### src/rtl/score_keeper_pkg.sv
`default_nettype none
// ============================================================================
//  Module   : score_pkg
//  Purpose  : Shared widths, saturation ceiling default, FSM state encoding
//             and a saturating adder for the score keeper and the blocks that
//             consume its 14-bit values (BCD converters, display).
//  Contents : SCORE_W, SUM_W, SCORE_MAX_DEF, state_t, sat_add()
//  Revision : 1.0 - initial release
// ============================================================================
package score_pkg;

    localparam int SCORE_W       = 14;
    localparam int SUM_W         = 16;
    localparam int SCORE_MAX_DEF = 9999;

    typedef enum logic [1:0] {
        ST_PLAY   = 2'd0,
        ST_COMMIT = 2'd1,
        ST_HOLD   = 2'd2,
        ST_CLEAR  = 2'd3
    } state_t;

    // The 16-bit intermediate leaves headroom above a 14-bit operand, so the
    // ceiling comparison cannot be fooled by a carry out of the 14-bit range.
    function automatic logic [SCORE_W-1:0] sat_add(
        input logic [SCORE_W-1:0] a,
        input logic [1:0]         inc,
        input logic [SCORE_W-1:0] max
    );
        logic [SUM_W-1:0] s;
        s = SUM_W'(a) + SUM_W'(inc);
        return (s > SUM_W'(max)) ? max : s[SCORE_W-1:0];
    endfunction

endpackage : score_pkg
`default_nettype wire

### src/rtl/score_keeper_if.sv
`default_nettype none
// ============================================================================
//  Module   : score_keeper_if
//  Purpose  : Bundles the game-event inputs and score outputs of score_keeper.
//  Signals  : pause, event_in[3:0]            (master -> slave)
//             score, h_score, rounds [13:0],
//             new_high, state[1:0]            (slave -> master)
//  Modports : master (game / test side), slave (score_keeper)
//  Revision : 1.0 - initial release
// ============================================================================
interface score_keeper_if;
    import score_pkg::*;

    logic               pause;
    logic [3:0]         event_in;
    logic [SCORE_W-1:0] score;
    logic [SCORE_W-1:0] h_score;
    logic [SCORE_W-1:0] rounds;
    logic               new_high;
    logic [1:0]         state;

    modport master (
        output pause, event_in,
        input  score, h_score, rounds, new_high, state
    );

    modport slave (
        input  pause, event_in,
        output score, h_score, rounds, new_high, state
    );
endinterface : score_keeper_if
`default_nettype wire

### src/rtl/score_keeper_event_edge.sv
`default_nettype none
// ============================================================================
//  Module   : event_edge
//  Purpose  : Rising-edge detection on the four event levels plus a popcount
//             of the three dragon-hit edges. Runs regardless of pause so the
//             history is always current; the consumer decides what to drop.
//  Ports    : clk_22, rst (async, active-low), event_in[3:0]
//             hit[3:1], rnd_end, points[1:0]
//  Revision : 1.0 - initial release
// ============================================================================
module event_edge (
    input  wire logic       clk_22,
    input  wire logic       rst,
    input  wire logic [3:0] event_in,
    output logic [3:1]      hit,
    output logic            rnd_end,
    output logic [1:0]      points
);

    logic [3:0] r_prev;
    // Cleared by reset; set on the first clock after release. Until then the
    // history is not real, so levels already high at release give no edge.
    logic       r_armed;

    always_ff @(posedge clk_22 or negedge rst) begin
        if (!rst) begin
            r_prev  <= 4'b0000;
            r_armed <= 1'b0;
        end else begin
            r_prev  <= event_in;
            r_armed <= 1'b1;
        end
    end

    logic [3:0] w_edge;
    assign w_edge  = r_armed ? (event_in & ~r_prev) : 4'b0000;
    assign hit     = w_edge[3:1];
    assign rnd_end = w_edge[0];
    assign points  = {1'b0, w_edge[3]} + {1'b0, w_edge[2]} + {1'b0, w_edge[1]};

endmodule : event_edge
`default_nettype wire

### src/rtl/score_keeper.sv
`default_nettype none
// ============================================================================
//  Module   : score_keeper
//  Purpose  : Accumulates dragon-hit points per round, commits the round to a
//             high score and round counter, holds the final score for
//             HOLD_CYCLES ticks, then clears. All values saturate.
//  Ports    : clk_22, rst (async, active-low)
//             bus (score_keeper_if.slave): pause, event_in -> score, h_score,
//             rounds, new_high, state
//  Params   : SCORE_MAX   saturation ceiling (default 9999)
//             HOLD_CYCLES ticks the final score is held (default 8, >= 1)
//  Revision : 1.0 - initial release
// ============================================================================
module score_keeper
    import score_pkg::*;
#(
    parameter int SCORE_MAX   = SCORE_MAX_DEF,
    parameter int HOLD_CYCLES = 8
) (
    input  wire logic     clk_22,
    input  wire logic     rst,
    score_keeper_if.slave bus
);

    localparam int                 CNT_W       = $clog2(HOLD_CYCLES + 1);
    localparam logic [SCORE_W-1:0] c_MAX       = SCORE_W'(SCORE_MAX);
    localparam logic [CNT_W-1:0]   c_HOLD_LAST = CNT_W'(HOLD_CYCLES - 1);

    logic [3:1] w_hit;
    logic       w_rnd_end;
    logic [1:0] w_points;

    event_edge u_edge (
        .clk_22   (clk_22),
        .rst      (rst),
        .event_in (bus.event_in),
        .hit      (w_hit),
        .rnd_end  (w_rnd_end),
        .points   (w_points)
    );

    state_t             r_state;
    logic [CNT_W-1:0]   r_hold_cnt;
    logic [SCORE_W-1:0] r_score;
    logic [SCORE_W-1:0] r_h_score;
    logic [SCORE_W-1:0] r_rounds;
    logic               r_new_high;

    // Pause freezes everything, so edges seen while paused are simply never
    // consumed; the detector keeps tracking levels, so they are not deferred.
    always_ff @(posedge clk_22 or negedge rst) begin
        if (!rst) begin
            r_state    <= ST_PLAY;
            r_hold_cnt <= '0;
            r_score    <= '0;
            r_h_score  <= '0;
            r_rounds   <= '0;
            r_new_high <= 1'b0;
        end else if (!bus.pause) begin
            r_new_high <= 1'b0;
            case (r_state)
                ST_PLAY: begin
                    // Points land in the same cycle as a round end, so the
                    // commit sees the updated score.
                    if (w_hit != 3'b000) begin
                        r_score <= sat_add(r_score, w_points, c_MAX);
                    end
                    if (w_rnd_end) begin
                        r_state <= ST_COMMIT;
                    end
                end
                ST_COMMIT: begin
                    if (r_score > r_h_score) begin
                        r_h_score  <= r_score;
                        r_new_high <= 1'b1;
                    end
                    r_rounds   <= sat_add(r_rounds, 2'd1, c_MAX);
                    r_hold_cnt <= '0;
                    r_state    <= ST_HOLD;
                end
                ST_HOLD: begin
                    r_hold_cnt <= r_hold_cnt + 1'b1;
                    if (r_hold_cnt == c_HOLD_LAST) begin
                        r_state <= ST_CLEAR;
                    end
                end
                ST_CLEAR: begin
                    r_score <= '0;
                    r_state <= ST_PLAY;
                end
                default: r_state <= ST_PLAY;
            endcase
        end
    end

    assign bus.score    = r_score;
    assign bus.h_score  = r_h_score;
    assign bus.rounds   = r_rounds;
    assign bus.new_high = r_new_high;
    assign bus.state    = r_state;

endmodule : score_keeper
`default_nettype wire
### src/flat_wrapper.sv
// flat-port wrapper written by rule: the top's interface ports become plain ports
module score_keeper_flat import score_pkg::*;
#(
    parameter int SCORE_MAX   = SCORE_MAX_DEF,
    parameter int HOLD_CYCLES = 8
)
  (clk_22, rst, bus_pause, bus_event_in, bus_score, bus_h_score, bus_rounds, bus_new_high, bus_state);
  score_keeper_if bus_i ();
  input  wire logic clk_22;
  input  wire logic rst;
  input wire logic [$bits(bus_i.pause)-1:0] bus_pause;
  input wire logic [$bits(bus_i.event_in)-1:0] bus_event_in;
  output wire logic [$bits(bus_i.score)-1:0] bus_score;
  output wire logic [$bits(bus_i.h_score)-1:0] bus_h_score;
  output wire logic [$bits(bus_i.rounds)-1:0] bus_rounds;
  output wire logic [$bits(bus_i.new_high)-1:0] bus_new_high;
  output wire logic [$bits(bus_i.state)-1:0] bus_state;
  assign bus_i.pause = bus_pause;
  assign bus_i.event_in = bus_event_in;
  assign bus_score = bus_i.score;
  assign bus_h_score = bus_i.h_score;
  assign bus_rounds = bus_i.rounds;
  assign bus_new_high = bus_i.new_high;
  assign bus_state = bus_i.state;
  score_keeper #(.SCORE_MAX(SCORE_MAX), .HOLD_CYCLES(HOLD_CYCLES)) u_core (.clk_22(clk_22), .rst(rst), .bus(bus_i));
endmodule
### config.mk
export PLATFORM = sky130hd
export DESIGN_NAME = score_keeper_flat
export DESIGN_NICKNAME = d
export VERILOG_FILES = /design/src/rtl/score_keeper_pkg.sv /design/src/rtl/score_keeper_if.sv /design/src/rtl/score_keeper_event_edge.sv /design/src/rtl/score_keeper.sv /design/src/flat_wrapper.sv
export SDC_FILE = /design/constraint.sdc
export NUM_CORES = 1
export LEC_CHECK = 0
export ABC_CLOCK_PERIOD_IN_PS = 3300
export CORE_ASPECT_RATIO = 1.2
export CORE_MARGIN = 3
export CORE_UTILIZATION = 28
export DETAILED_ROUTE_END_ITERATION = 8
export HOLD_SLACK_MARGIN = 0.03
export PLACE_DENSITY = 0.59
export SLEW_MARGIN = 40
export SYNTH_ARGS = -nofsm -noshare
export SYNTH_HDL_FRONTEND = slang
export SYNTH_SLANG_ARGS = --single-unit
### constraint.sdc
create_clock -name clk_22 -period 3.3 [get_ports clk_22]
set_clock_uncertainty 0.05 [all_clocks]
set_input_delay 0.33 -clock clk_22 [delete_from_list [all_inputs] [get_ports clk_22]]
set_output_delay 0.33 -clock clk_22 [all_outputs]
set_load 0.005 [all_outputs]
==> impl_metrics.env <==
export IMPL_synthMuxAreaShare_pct=5.73
export IMPL_most_common_layout_cells="54 x dfrtp_1, 48 x clkdlybuf4s50_1, 33 x nand2_1"
export IMPL_yosysWarnings=0
export IMPL_synth_top_cell_by_area="dfrtp_1"
export IMPL_rows=44
export IMPL_status="finished with violations"
export IMPL_initial_utilization_pct=29.1
export IMPL_violations="negative setup slack"
export IMPL_slowest_stage="fa_1"
export IMPL_hold_viol=0
export IMPL_fin_crit_sh_pct=104
export IMPL_cp_required_ns=3.43
export IMPL_worstPathCellList="nand3b_1 > fa_1 > inv_1 > ha_2 > inv_2 > fa_2 > nand3b_1 > mux2i_1 > o32ai_2 > nor4_2 > nor4_1 > buf_4 > and3_4 > a221o_1"
export IMPL_synth_compound_area_share_pct=15.2
export IMPL_period_minus_slack_ns=3.44
export IMPL_vdd_drop_max_v=0.000248
export IMPL_synthDistinctLibCells=62
export IMPL_first_pass_iters=5
export IMPL_diodes=0
export IMPL_p_leak_nw=2.04
export IMPL_grt_first_pass_wirelength_mm=16.5
export IMPL_crit_path_max_incr_delay_ns=0.46
export IMPL_synthAdderAreaFrac_pct=9.86
export IMPL_synthesis_area_um2=3580
export IMPL_cp_end_kind="flop"
export IMPL_synth_edf_count=0
export IMPL_netlist_area_leader_share_pct=37.8
export IMPL_worst_slew_pin_slew_ns=0.523
export IMPL_crit_path_frequent_cell="nand3b_1"
export IMPL_power_density_nw_per_um2=535
export IMPL_worstSetupPathType="flop to flop"
export IMPL_path_delay_family="adder cells"
export IMPL_grt_max_degree=39
export IMPL_clk_pin_slew_ns=0.07
export IMPL_multi_input_area_um2=2150
export IMPL_cts_tree="done"
export IMPL_maxCapViolCount=0
export IMPL_io_pin_count=52
export IMPL_cts_buffers=5
export IMPL_fill_cells=1216
export IMPL_grt_pass1_vias=3343
export IMPL_seq_area_um2=1350
export IMPL_yosysSeqAreaShare_pct=37.8
export IMPL_synth_top_flop_cell="dfrtp_1"
export IMPL_synthXorXnorAreaFrac_pct=1.71
export IMPL_start_kind="flop"
export IMPL_die_w_um=109
export IMPL_ys_ff_latch=54
export IMPL_antenna_found_initial=0
export IMPL_area_delta_synth_final_pct=33.0
export IMPL_slew_headroom_pct=65.0
export IMPL_viasPerCell=5.15
export IMPL_cts_max_path_buffers=2
export IMPL_crit_path_max_fanout=4
export IMPL_fin_cells=629
export IMPL_dpl_hpwl_mm=7.36
export IMPL_die_h_um=130
export IMPL_syn_num_nets=424
export IMPL_fin_setup_tns_ns=-0.396
export IMPL_h_tree_depth=2
export IMPL_grt_usage_pct=14.6
export IMPL_cts_sinks=54
export IMPL_drc_errors=0
export IMPL_netlist_instances=390
export IMPL_drtAntennaViolNets=0
export IMPL_synthSimpleGateAreaFrac_pct=24.8
export IMPL_fmaxAchievable_mhz=290
export IMPL_num_vias=3239
export IMPL_ctsRootBufferMaster="clkbuf_16"
export IMPL_port_buffers=51
export IMPL_wl_mm=9.98
export IMPL_syn_area_per_cell_um2=9.18
export IMPL_critical_path_arrival_ns=3.58
export IMPL_rsz0062_at_grt="yes"
export IMPL_grt_overflow=0
export IMPL_synth_top_family_by_area="simple AND/OR/NAND/NOR gates"
export IMPL_detail_route_wl_per_cell_um=15.9
export IMPL_fin_ws_ns=-0.144
export IMPL_clk_latency_ns=0.29
export IMPL_hp_class="input port to flop"
export IMPL_coreArea_um2=12300
export IMPL_setup_violations=7
export IMPL_final_max_slew_viol_count=0
export IMPL_dieArea_um2=14200
export IMPL_synthTopCellsByArea="dfrtp_1 38%, ha_1 8.7%, mux2_2 3.8%, o21ai_0 3.5%, nand2_1 3.5%"
export IMPL_gp_congestion=0.881
export IMPL_placed_cells=614
export IMPL_place_ws_ns=-0.539
export IMPL_final_common_cell="dfrtp_1"
export IMPL_ys_async_sr_fraction_pct=100
export IMPL_nets=501
export IMPL_drive_above_1_share_pct=18.8
export IMPL_drt_iter0_markers=179
export IMPL_crit_buf_inv=3
-- metal layers --
layer  part of all wire [%]  track usage, %  vias to the layer above
met3                    3.4            2.62                       16
met5                      0               0                        -
met4                    2.7            5.87                        0
met1                     42            17.1                     1568
met2                     52            26.2                       75
li1                       -               -                     1580
-- area by class of cell --
cell class | instances | area share (%)
flip-flops and latches | 54 | 28.4
well taps | 161 | 4.23
inverters | 26 | 2.05
repair buffers | 87 | 16.6
multi-input cells | 293 | 45.2
clock buffers | 8 | 3.50
-- kinds of logic after synthesis --
| group | count (synthesis) |
|---|---|
| AO/OA/AOI/OAI | 82 |
| XOR/XNOR | 7 |
| adder cells (fa/ha/maj) | 27 |
| buffers and inverters | 43 |
| flip-flops | 54 |
| multiplexers | 19 |
| other | 1 |
| AND/OR/NAND/NOR | 157 |
-- worst paths after layout --
kind / start / end / slack (ns) / depth (start not counted)
hold reg to reg: u_core.bus.new_high / u_core.bus.new_high / 0.43 / 2
min in group asynchronous: rst / u_core.bus.h_score[9] / 0.44 / 2
max in group asynchronous: rst / u_core.bus.h_score[13] / 1.89 / 3
setup / recovery: u_core.u_edge.r_prev[2] / u_core.bus.score[6] / -0.14 / 14
hold / removal: bus_event_in[1] / u_core.u_edge.r_prev[1] / 0.24 / 1
setup reg to reg: u_core.u_edge.r_prev[2] / u_core.bus.score[6] / -0.14 / 14
-- registers in the layout (all words and copies together) (netlist names) --
| register | cells |
|---|---|
| u_core.bus.h_score | 14 |
| u_core.bus.rounds | 14 |
| u_core.bus.score | 14 |
| u_core.r_hold_cnt | 4 |
| u_core.u_edge.r_prev | 4 |
| u_core.bus.state | 2 |
| u_core.bus.new_high | 1 |
| u_core.u_edge.r_armed | 1 |
-- stage by stage --
stage | util (%) | hold slack (ns) | area (µm²) | power (W)
6_report | 38.8 | 0.244 | 4760 | 0.00255
5_1_grt | 38.8 | 0.252 | 4760 | 0.00274
4_1_cts | 38.1 | 0.234 | 4680 | 0.00256
3_5_place_dp | 36.1 | 0.242 | 4440 | 0.00194
3_3_place_gp | 36.1 | 0.235 | 4440 | 0.00192
2_1_floorplan | - | -0.0156 | 3580 | 0.00147
-- cell usage after synthesis, drive strengths merged, types with 2 or more instances --
library cell	count
a311oi	3
or3	3
and3b	2
or2	4
fa	2
inv	26
nor2b	7
o21ai	28
o22ai	3
nand2b	7
mux2i	7
nor4	9
o32ai	3
and2	2
xnor2	6
mux2	12
nand2	34
o211ai	2
or4	3
clkbuf	9
o31ai	6
ha	25
and4	3
a21oi	13
nor2	18
o41ai	2
and3	10
buf	8
a21o	5
nand4	10
a211oi	4
a31oi	5
dfrtp	54
nor3	14
nand3b	8
nand3	19
-- report_power, final --
part	switching (W)	leakage, nW	total (W)	internal, W
Sequential	0.000140	0.697	0.000914	0.000774
Combinational	0.000545	1.26	0.00105	0.000504
Clock	0.000240	0.0832	0.000584	0.000344
-- repair_timing --
item                       4_1_cts  5_1_grt
pin swaps                        6        5
gates resized for setup         16       11
buffers inserted                 1        5
setup endpoints to repair       12       13
hold endpoints to repair        16        0
hold buffers                     1        0
No activity file was read; power rests on OpenSTA's default activity.
